File: src/rtl/lsu_mem_port_if.sv
// Request, response and memory-port signals of the load/store unit, bundled
// as one interface. The master modport is the LSU itself (it answers
// requests and drives the memory port). The slave modport is the
// environment: the CPU execute stage plus the memory.
interface lsu_mem_port_if #(
    parameter int ADDR_WIDTH = 32,
    parameter int DATA_WIDTH = 32
);
    localparam int BYTES_W = $clog2(DATA_WIDTH / 8) + 1;

    // Request channel from the execute stage
    logic                  req_valid;
    logic                  req_ready;
    logic                  req_store;
    logic [1:0]            req_size;
    logic                  req_unsigned;
    logic [ADDR_WIDTH-1:0] req_addr;
    logic [DATA_WIDTH-1:0] req_wdata;

    // Response channel back to the execute stage
    logic                  resp_valid;
    logic                  resp_ready;
    logic [DATA_WIDTH-1:0] resp_rdata;
    logic                  resp_err;

    // Data-side memory port
    logic [ADDR_WIDTH-1:0] mem_fetch_addr;
    logic [DATA_WIDTH-1:0] mem_fetched_data;
    logic [BYTES_W-1:0]    mem_bytes_to_write;
    logic [ADDR_WIDTH-1:0] mem_write_addr;
    logic [DATA_WIDTH-1:0] mem_write_data;

    modport master (
        input  req_valid, req_store, req_size, req_unsigned, req_addr, req_wdata,
        output req_ready,
        output resp_valid, resp_rdata, resp_err,
        input  resp_ready,
        output mem_fetch_addr, mem_bytes_to_write, mem_write_addr, mem_write_data,
        input  mem_fetched_data
    );

    modport slave (
        output req_valid, req_store, req_size, req_unsigned, req_addr, req_wdata,
        input  req_ready,
        input  resp_valid, resp_rdata, resp_err,
        output resp_ready,
        input  mem_fetch_addr, mem_bytes_to_write, mem_write_addr, mem_write_data,
        output mem_fetched_data
    );
endinterface

File: src/rtl/lsu_mem_port.sv
// Load/store initiator between the CPU execute stage and the data side of the
// unified byte-addressed, little-endian memory.
// Each request runs IDLE -> ISSUE -> RESP:
//   - A store raises the write strobe during its single ISSUE cycle.
//   - A load registers the extended fetch data at the edge that ends ISSUE.
// Optional macro LSU_MISALIGN_TRAP_EN: when it is defined, misaligned half and
// word accesses are reported as errors instead of being performed.
// DATA_WIDTH must be 32, because access sizes are byte, half and word.
module lsu_mem_port #(
    parameter int ADDR_WIDTH = 32,
    parameter int DATA_WIDTH = 32
) (
    input  logic          clk,
    input  logic          rst,
    lsu_mem_port_if.master bus
);
    localparam int BYTES_W = $clog2(DATA_WIDTH / 8) + 1;

    typedef enum logic [1:0] {IDLE, ISSUE, RESP} state_t;

    state_t                state, state_next;

    // Request fields captured on acceptance
    logic                  lat_store;
    logic [1:0]            lat_size;
    logic                  lat_unsigned;
    logic [ADDR_WIDTH-1:0] lat_addr;
    logic [DATA_WIDTH-1:0] lat_wdata;

    logic                  accept;
    logic                  access_err;

    // Sign- or zero-extend the low 1/2/4 bytes of the fetched word
    function automatic logic [DATA_WIDTH-1:0] extend_load(
        input logic [DATA_WIDTH-1:0] d,
        input logic [1:0]            size,
        input logic                  uns
    );
        logic [DATA_WIDTH-1:0] r;
        r = d;
        case (size)
            2'd0:    r = uns ? {{(DATA_WIDTH-8){1'b0}}, d[7:0]}
                         : {{(DATA_WIDTH-8){d[7]}}, d[7:0]};
            2'd1:    r = uns ? {{(DATA_WIDTH-16){1'b0}}, d[15:0]}
                         : {{(DATA_WIDTH-16){d[15]}}, d[15:0]};
            default: r = d;
        endcase
        return r;
    endfunction

    // The reserved size is always an error. Misalignment is an error only
    // when the trap is built in; otherwise the byte-addressed memory handles it.
`ifdef LSU_MISALIGN_TRAP_EN
    assign access_err = (lat_size == 2'd3)
                      || (lat_size == 2'd1 && lat_addr[0] != 1'b0)
                      || (lat_size == 2'd2 && lat_addr[1:0] != 2'b00);
`else
    assign access_err = (lat_size == 2'd3);
`endif

    // req_ready is gated by rst because the state already reads IDLE during reset
    assign bus.req_ready = !rst && ((state == IDLE) || (state == RESP && bus.resp_ready));
    assign accept        = bus.req_valid && bus.req_ready;
    assign bus.resp_valid = (state == RESP);

    // Addresses are passed through unmodified; wrap-around belongs to the memory
    assign bus.mem_fetch_addr = lat_addr;
    assign bus.mem_write_addr = lat_addr;
    assign bus.mem_write_data = lat_wdata;

    // Write strobe: 1 << size only in ISSUE of a legal store. Because it is
    // combinational on state, it drops as soon as the async reset hits.
    always_comb begin
        // NOTE: every always_comb output gets a default first so no latch is inferred.
        bus.mem_bytes_to_write = '0;
        if (state == ISSUE && lat_store && !access_err)
            bus.mem_bytes_to_write = {{(BYTES_W-1){1'b0}}, 1'b1} << lat_size;
    end

    // State register
    always_ff @(posedge clk or posedge rst) begin
        // NOTE: sequential state uses non-blocking assignments so every flop samples pre-edge values.
        if (rst) state <= IDLE;
        else     state <= state_next;
    end

    // Next-state logic
    always_comb begin
        state_next = state;
        case (state)
            IDLE:    if (bus.req_valid) state_next = ISSUE;
            ISSUE:   state_next = RESP;
            RESP:    if (bus.resp_ready) state_next = bus.req_valid ? ISSUE : IDLE;
            default: state_next = IDLE;
        endcase
    end

    // Capture request fields whenever a request is accepted
    always_ff @(posedge clk or posedge rst) begin
        // NOTE: these are plain flops, not a memory, so they are reset to keep the outputs at zero.
        if (rst) begin
            lat_store    <= 1'b0;
            lat_size     <= 2'd0;
            lat_unsigned <= 1'b0;
            lat_addr     <= '0;
            lat_wdata    <= '0;
        end else if (accept) begin
            lat_store    <= bus.req_store;
            lat_size     <= bus.req_size;
            lat_unsigned <= bus.req_unsigned;
            lat_addr     <= bus.req_addr;
            lat_wdata    <= bus.req_wdata;
        end
    end

    // Register the response at the end of ISSUE; it holds unchanged through RESP
    always_ff @(posedge clk or posedge rst) begin
        if (rst) begin
            bus.resp_rdata <= '0;
            bus.resp_err   <= 1'b0;
        end else if (state == ISSUE) begin
            bus.resp_err   <= access_err;
            bus.resp_rdata <= (lat_store || access_err) ? '0
                            : extend_load(bus.mem_fetched_data, lat_size, lat_unsigned);
        end
    end
endmodule

File: src/flat_wrapper.sv
// flat-port wrapper written by rule: the top's interface ports become plain ports
module lsu_mem_port_flat 
#(
    parameter int ADDR_WIDTH = 32,
    parameter int DATA_WIDTH = 32
)
  (clk, rst, bus_req_valid, bus_req_store, bus_req_size, bus_req_unsigned, bus_req_addr, bus_req_wdata, bus_req_ready, bus_resp_valid, bus_resp_rdata, bus_resp_err, bus_resp_ready, bus_mem_fetch_addr, bus_mem_bytes_to_write, bus_mem_write_addr, bus_mem_write_data, bus_mem_fetched_data);
  lsu_mem_port_if #(.ADDR_WIDTH(ADDR_WIDTH), .DATA_WIDTH(DATA_WIDTH)) bus_i ();
  input  logic clk;
  input  logic rst;
  input wire logic [$bits(bus_i.req_valid)-1:0] bus_req_valid;
  input wire logic [$bits(bus_i.req_store)-1:0] bus_req_store;
  input wire logic [$bits(bus_i.req_size)-1:0] bus_req_size;
  input wire logic [$bits(bus_i.req_unsigned)-1:0] bus_req_unsigned;
  input wire logic [$bits(bus_i.req_addr)-1:0] bus_req_addr;
  input wire logic [$bits(bus_i.req_wdata)-1:0] bus_req_wdata;
  output wire logic [$bits(bus_i.req_ready)-1:0] bus_req_ready;
  output wire logic [$bits(bus_i.resp_valid)-1:0] bus_resp_valid;
  output wire logic [$bits(bus_i.resp_rdata)-1:0] bus_resp_rdata;
  output wire logic [$bits(bus_i.resp_err)-1:0] bus_resp_err;
  input wire logic [$bits(bus_i.resp_ready)-1:0] bus_resp_ready;
  output wire logic [$bits(bus_i.mem_fetch_addr)-1:0] bus_mem_fetch_addr;
  output wire logic [$bits(bus_i.mem_bytes_to_write)-1:0] bus_mem_bytes_to_write;
  output wire logic [$bits(bus_i.mem_write_addr)-1:0] bus_mem_write_addr;
  output wire logic [$bits(bus_i.mem_write_data)-1:0] bus_mem_write_data;
  input wire logic [$bits(bus_i.mem_fetched_data)-1:0] bus_mem_fetched_data;
  assign bus_i.req_valid = bus_req_valid;
  assign bus_i.req_store = bus_req_store;
  assign bus_i.req_size = bus_req_size;
  assign bus_i.req_unsigned = bus_req_unsigned;
  assign bus_i.req_addr = bus_req_addr;
  assign bus_i.req_wdata = bus_req_wdata;
  assign bus_req_ready = bus_i.req_ready;
  assign bus_resp_valid = bus_i.resp_valid;
  assign bus_resp_rdata = bus_i.resp_rdata;
  assign bus_resp_err = bus_i.resp_err;
  assign bus_i.resp_ready = bus_resp_ready;
  assign bus_mem_fetch_addr = bus_i.mem_fetch_addr;
  assign bus_mem_bytes_to_write = bus_i.mem_bytes_to_write;
  assign bus_mem_write_addr = bus_i.mem_write_addr;
  assign bus_mem_write_data = bus_i.mem_write_data;
  assign bus_i.mem_fetched_data = bus_mem_fetched_data;
  lsu_mem_port #(.ADDR_WIDTH(ADDR_WIDTH), .DATA_WIDTH(DATA_WIDTH)) u_core (.clk(clk), .rst(rst), .bus(bus_i));
endmodule
File: config.mk
export PLATFORM = sky130hd
export DESIGN_NAME = lsu_mem_port_flat
export DESIGN_NICKNAME = d
export VERILOG_FILES = /design/src/rtl/lsu_mem_port_if.sv /design/src/rtl/lsu_mem_port.sv /design/src/flat_wrapper.sv
export SDC_FILE = /design/constraint.sdc
export NUM_CORES = 1
export LEC_CHECK = 0
export CAP_MARGIN = 25
export CORE_AREA = 2 2 109 111
export CTS_CLUSTER_DIAMETER = 120
export DETAILED_ROUTE_END_ITERATION = 10
export DIE_AREA = 0 0 111 113
export PLACE_DENSITY = 0.78
export SYNTH_ARGS = -nofsm -noshare
export SYNTH_HDL_FRONTEND = slang
export SYNTH_SLANG_ARGS = --single-unit
File: constraint.sdc
create_clock -name clk -period 7.3 [get_ports clk]
set_input_delay 1.825 -clock clk [delete_from_list [all_inputs] [get_ports clk]]
set_output_delay 1.825 -clock clk [all_outputs]
set_load 0.05 [all_outputs]
# Yosys cells after proc, flatten, opt, wreduce, memory -nomap -nowiden
# Index checks and enable logic that the tools add are counted.
# totals
register_bits,103
# classes
eq_ne,6
n_shift,1
muxes,9
n_reduce_logical,12
# op_table
operator,n
$mux 32,3
$pmux 32 s2,1
$pmux 2 s3,1
$logic_and 1x1->1,5
$eq 2x1->1 const B,2
$eq 2x2->1 const B,2
$logic_not 2->1,2
$mux 2,2
$mux 3,1
$shl 1x2->3 const A,1
$logic_not 1->1,2
$logic_or 1x1->1,2
$ne 2x1->1 const B,1
$ne 2x2->1 const B,1
$reduce_and 2->1,1
$mux 1,1

# Logic depth before layout (Yosys ltp)
# logic_depth
ltp_word,5
ltp_mapped,6
ltp_nobuf,3

# Worst setup path after synthesis
# Ideal clock, no wire load.
# synth_timing
kind,input to output
startpoint,input port bus_resp_ready
endpoint,output port bus_req_ready
arrival_time_ns,2.945
required_time_ns,5.475
setup_slack_ns,2.530
cell_stages,2
cell_sequence,nor2b_1 nor3_1
# synth_between
elab_chain_cells,3
# synth_rtl
element,line_no,source
from (decl),flat_wrapper.sv:21,input wire logic [$bits(bus_i.resp_ready)-1:0] bus_resp_ready;
$logic_and 1x1->1,lsu_mem_port.sv:62,assign bus.req_ready = !rst && ((state == IDLE) || (state == RESP && bus.resp_ready));
$logic_or 1x1->1,lsu_mem_port.sv:62,
$logic_and 1x1->1,lsu_mem_port.sv:62,
to (decl),flat_wrapper.sv:17,output wire logic [$bits(bus_i.req_ready)-1:0] bus_req_ready;
# Every way passes these cells.

# Worst setup path in the final report
# Ends and elaborated chain as after synthesis.

==> run metrics <==
status=finished, final reports clean; clk_lat worst skew=0.34 ns; most common cell in the synthesized netlist=dfrtp_1; DRC=0; FF-to-FF setup slack=4.72 ns; Avg Inst Size Synth=13.5 um2; Hold Startpoint=u_core.bus.resp_err$_DFFE_PP0N_; # IOs=238; Core Area=11300 um2; Slew headroom=35.7%; RSZ-0062 raised after global routing=false; beginning of the critical path=bus_resp_ready; Final Setup Violations=0; final hold violations=0; Power Density=405 nW/um2; R2R depth=5; Hold Crit Class=reg2reg; clock slew at reported path FFs=0.07 ns; layout cell share with drive strength beyond 1=18.9%; Worst Tran Pin Value=0.964 ns; clock sinks=103; Post-synth EDFFs=0; Resized Gates After CTS=0; hold path cells=2; hold endpoint=u_core.bus.resp_err$_DFFE_PP0N_; Die Wd=111 um; post-synthesis register bit count=103; Slowest-stage cell, CP=clkdlybuf4s50_1; routability congestion estimate=0.758; # rows=39; crit-path cells=clkdlybuf4s50_1 -> nor2b_1 -> nor3_1 -> clkdlybuf4s50_1; Final Max Tran Viols=0; Crit. End Element=primary output; first-pass GRT wire length=17900 um; nets=627; FMAX=0.192 GHz; Vias=3315; Setup Skew=0.00823 ns; Leak=2.81 nW; count of port buffers added during placement=237; Cell Area, Placed=6640 um2; Detailed Route Iter0 Violations=230; die extent in y=113 um; number of antenna violations at the first check in global routing=0; final period utilization=71.3%; post-route cell area=6920 um2; diode count=0; gr usage total=17.7%; reg2reg start=u_core.state[1]$_DFFE_PP0P_; CTS Buffer Depth=2; CTS tree=done; Max Cap Violations=0; fin worst setup slack=2.09 ns; CP startpoint kind=primary input; Synth warnings=0; minimum clock period=5.21 ns; sequential area share after synthesis=58.3%; total grt overflow=0; Post-Syn Instances=327; Critical Path Fanout Max=3; Crit Path Class=in2out; pre-CTS WS=2.08 ns; CP most frequent cell=clkdlybuf4s50_1; Worst VDD drop=241 uV; ys async rst share=100%; DRT Wirelength=11300 um; cts hold-fix bufs=0; die area=12500 um2; Yosys cell types=24; Final Util=61.4%; cts bufs inserted=9; Final ANT Viol Nets=0; Synth area leader=dfrtp_1; vias in the first global route=3464; vias per cell=4.94; Routed WL per cell=16.9 um; crit-path max cell delay=0.71 ns; htree depth=3; starting density of the core=39.2%; CTS Root Cell=clkbuf_16; commonest cells in the netlist=103 x dfrtp_1, 67 x mux2_2, 35 x buf_4; net count after synthesis=431; Area Growth Syn to Fin=56.5%; R2R Path End=u_core.bus.mem_fetch_addr[10]$_DFFE_PP0P_; Setup Total Neg Slack=0 ns; Synth Cell Area=4420 um2; Tot Pwr=2.80 mW; DPL Wire Length=8460 um; ys flop type=dfrtp_1; Post-CTS Setup Inserts=0; Area contributors post-synth=dfrtp_1 58%, mux2_2 17%, buf_4 5.9%; post-synth top area share=58.3%; Worst Path Required=5.48 ns; largest net degree at the start of global routing=59; 1st-pass router iterations=4; worst endpoint data arrival time=3.38 ns
## logic make-up after synthesis
kind of cell | count (synthesis) | synth area share [%]
buffers and inverters | 57 | 8.35
flip-flops | 103 | 58.3
multiplexers | 69 | 17.5
AND/OR/NAND/NOR | 40 | 4.93
AO/OA/AOI/OAI | 58 | 10.9
## worst max-delay path by stage
stage                    endpoint  slack (ns)
finish              bus_req_ready        2.09
global route        bus_req_ready        2.03
CTS                 bus_req_ready        2.08
detailed placement  bus_req_ready        2.08
global placement    bus_req_ready        2.08
floorplan           bus_req_ready        2.53
## layout by cell type (no fill, tap or decap), drive strengths merged, types with 2 or more instances in the layout
cell type        n
a22o            16
clkinvlp         2
buf              3
nor3b            4
mux2            68
dfrtp          103
nor3             2
inv              2
clkbuf          11
a22oi           32
o21ai           10
clkdlybuf4s50  237
nand2b           2
clkinv           3
nand2           26
## per-layer routing
layer  up-vias  global-route usage [%]  share of wire (%)  routed length (um)
met2       135                    31.8                 52                5900
li1       1520                       -                  -                   -
met1      1650                    20.5                 39                4400
met5         -                       0                  0                   0
met4         0                    4.92                1.4                 159
met3        10                    5.73                7.6                 856
## through the flow
stage | cells | hold slack [ns]
floorplan | 327 | 0.489
global placement | 654 | 0.469
detailed placement | 655 | 0.478
CTS | 671 | 0.493
global route | 671 | 0.521
finish | 671 | 0.482
## worst max-delay path, delay by kind of cell
kind	cells	cell delay, ns
buffers and inverters	2	1.13
AND/OR/NAND/NOR	2	0.43
## layout make-up
type | instances | area [um2]
fillers | 948 | 4350
flip-flops and latches | 103 | 2580
repair buffers | 240 | 2400
multi-input cells | 167 | 1480
clock buffers | 11 | 243
well taps | 143 | 179
clock inverters | 5 | 33.8
inverters | 2 | 10.0
## sequential cells by signal, indices dropped and copies added, names as in the netlist
| signal | cells |
|---|---|
| u_core.bus.mem_fetch_addr | 32 |
| u_core.bus.mem_write_data | 32 |
| u_core.bus.resp_err | 1 |
| u_core.bus.resp_rdata | 32 |
| u_core.lat_size | 2 |
| u_core.lat_store | 1 |
| u_core.lat_unsigned | 1 |
| u_core.state | 2 |
## power breakdown
part	internal [mW]	leakage, nW	total, mW	switching, mW
combinational	0.535	1.41	1.50	0.962
clock	0.240	0.132	0.444	0.204
sequential	0.731	1.27	0.859	0.128
total	1.51	2.81	2.80	1.29
(Power assumes the default switching activity.)
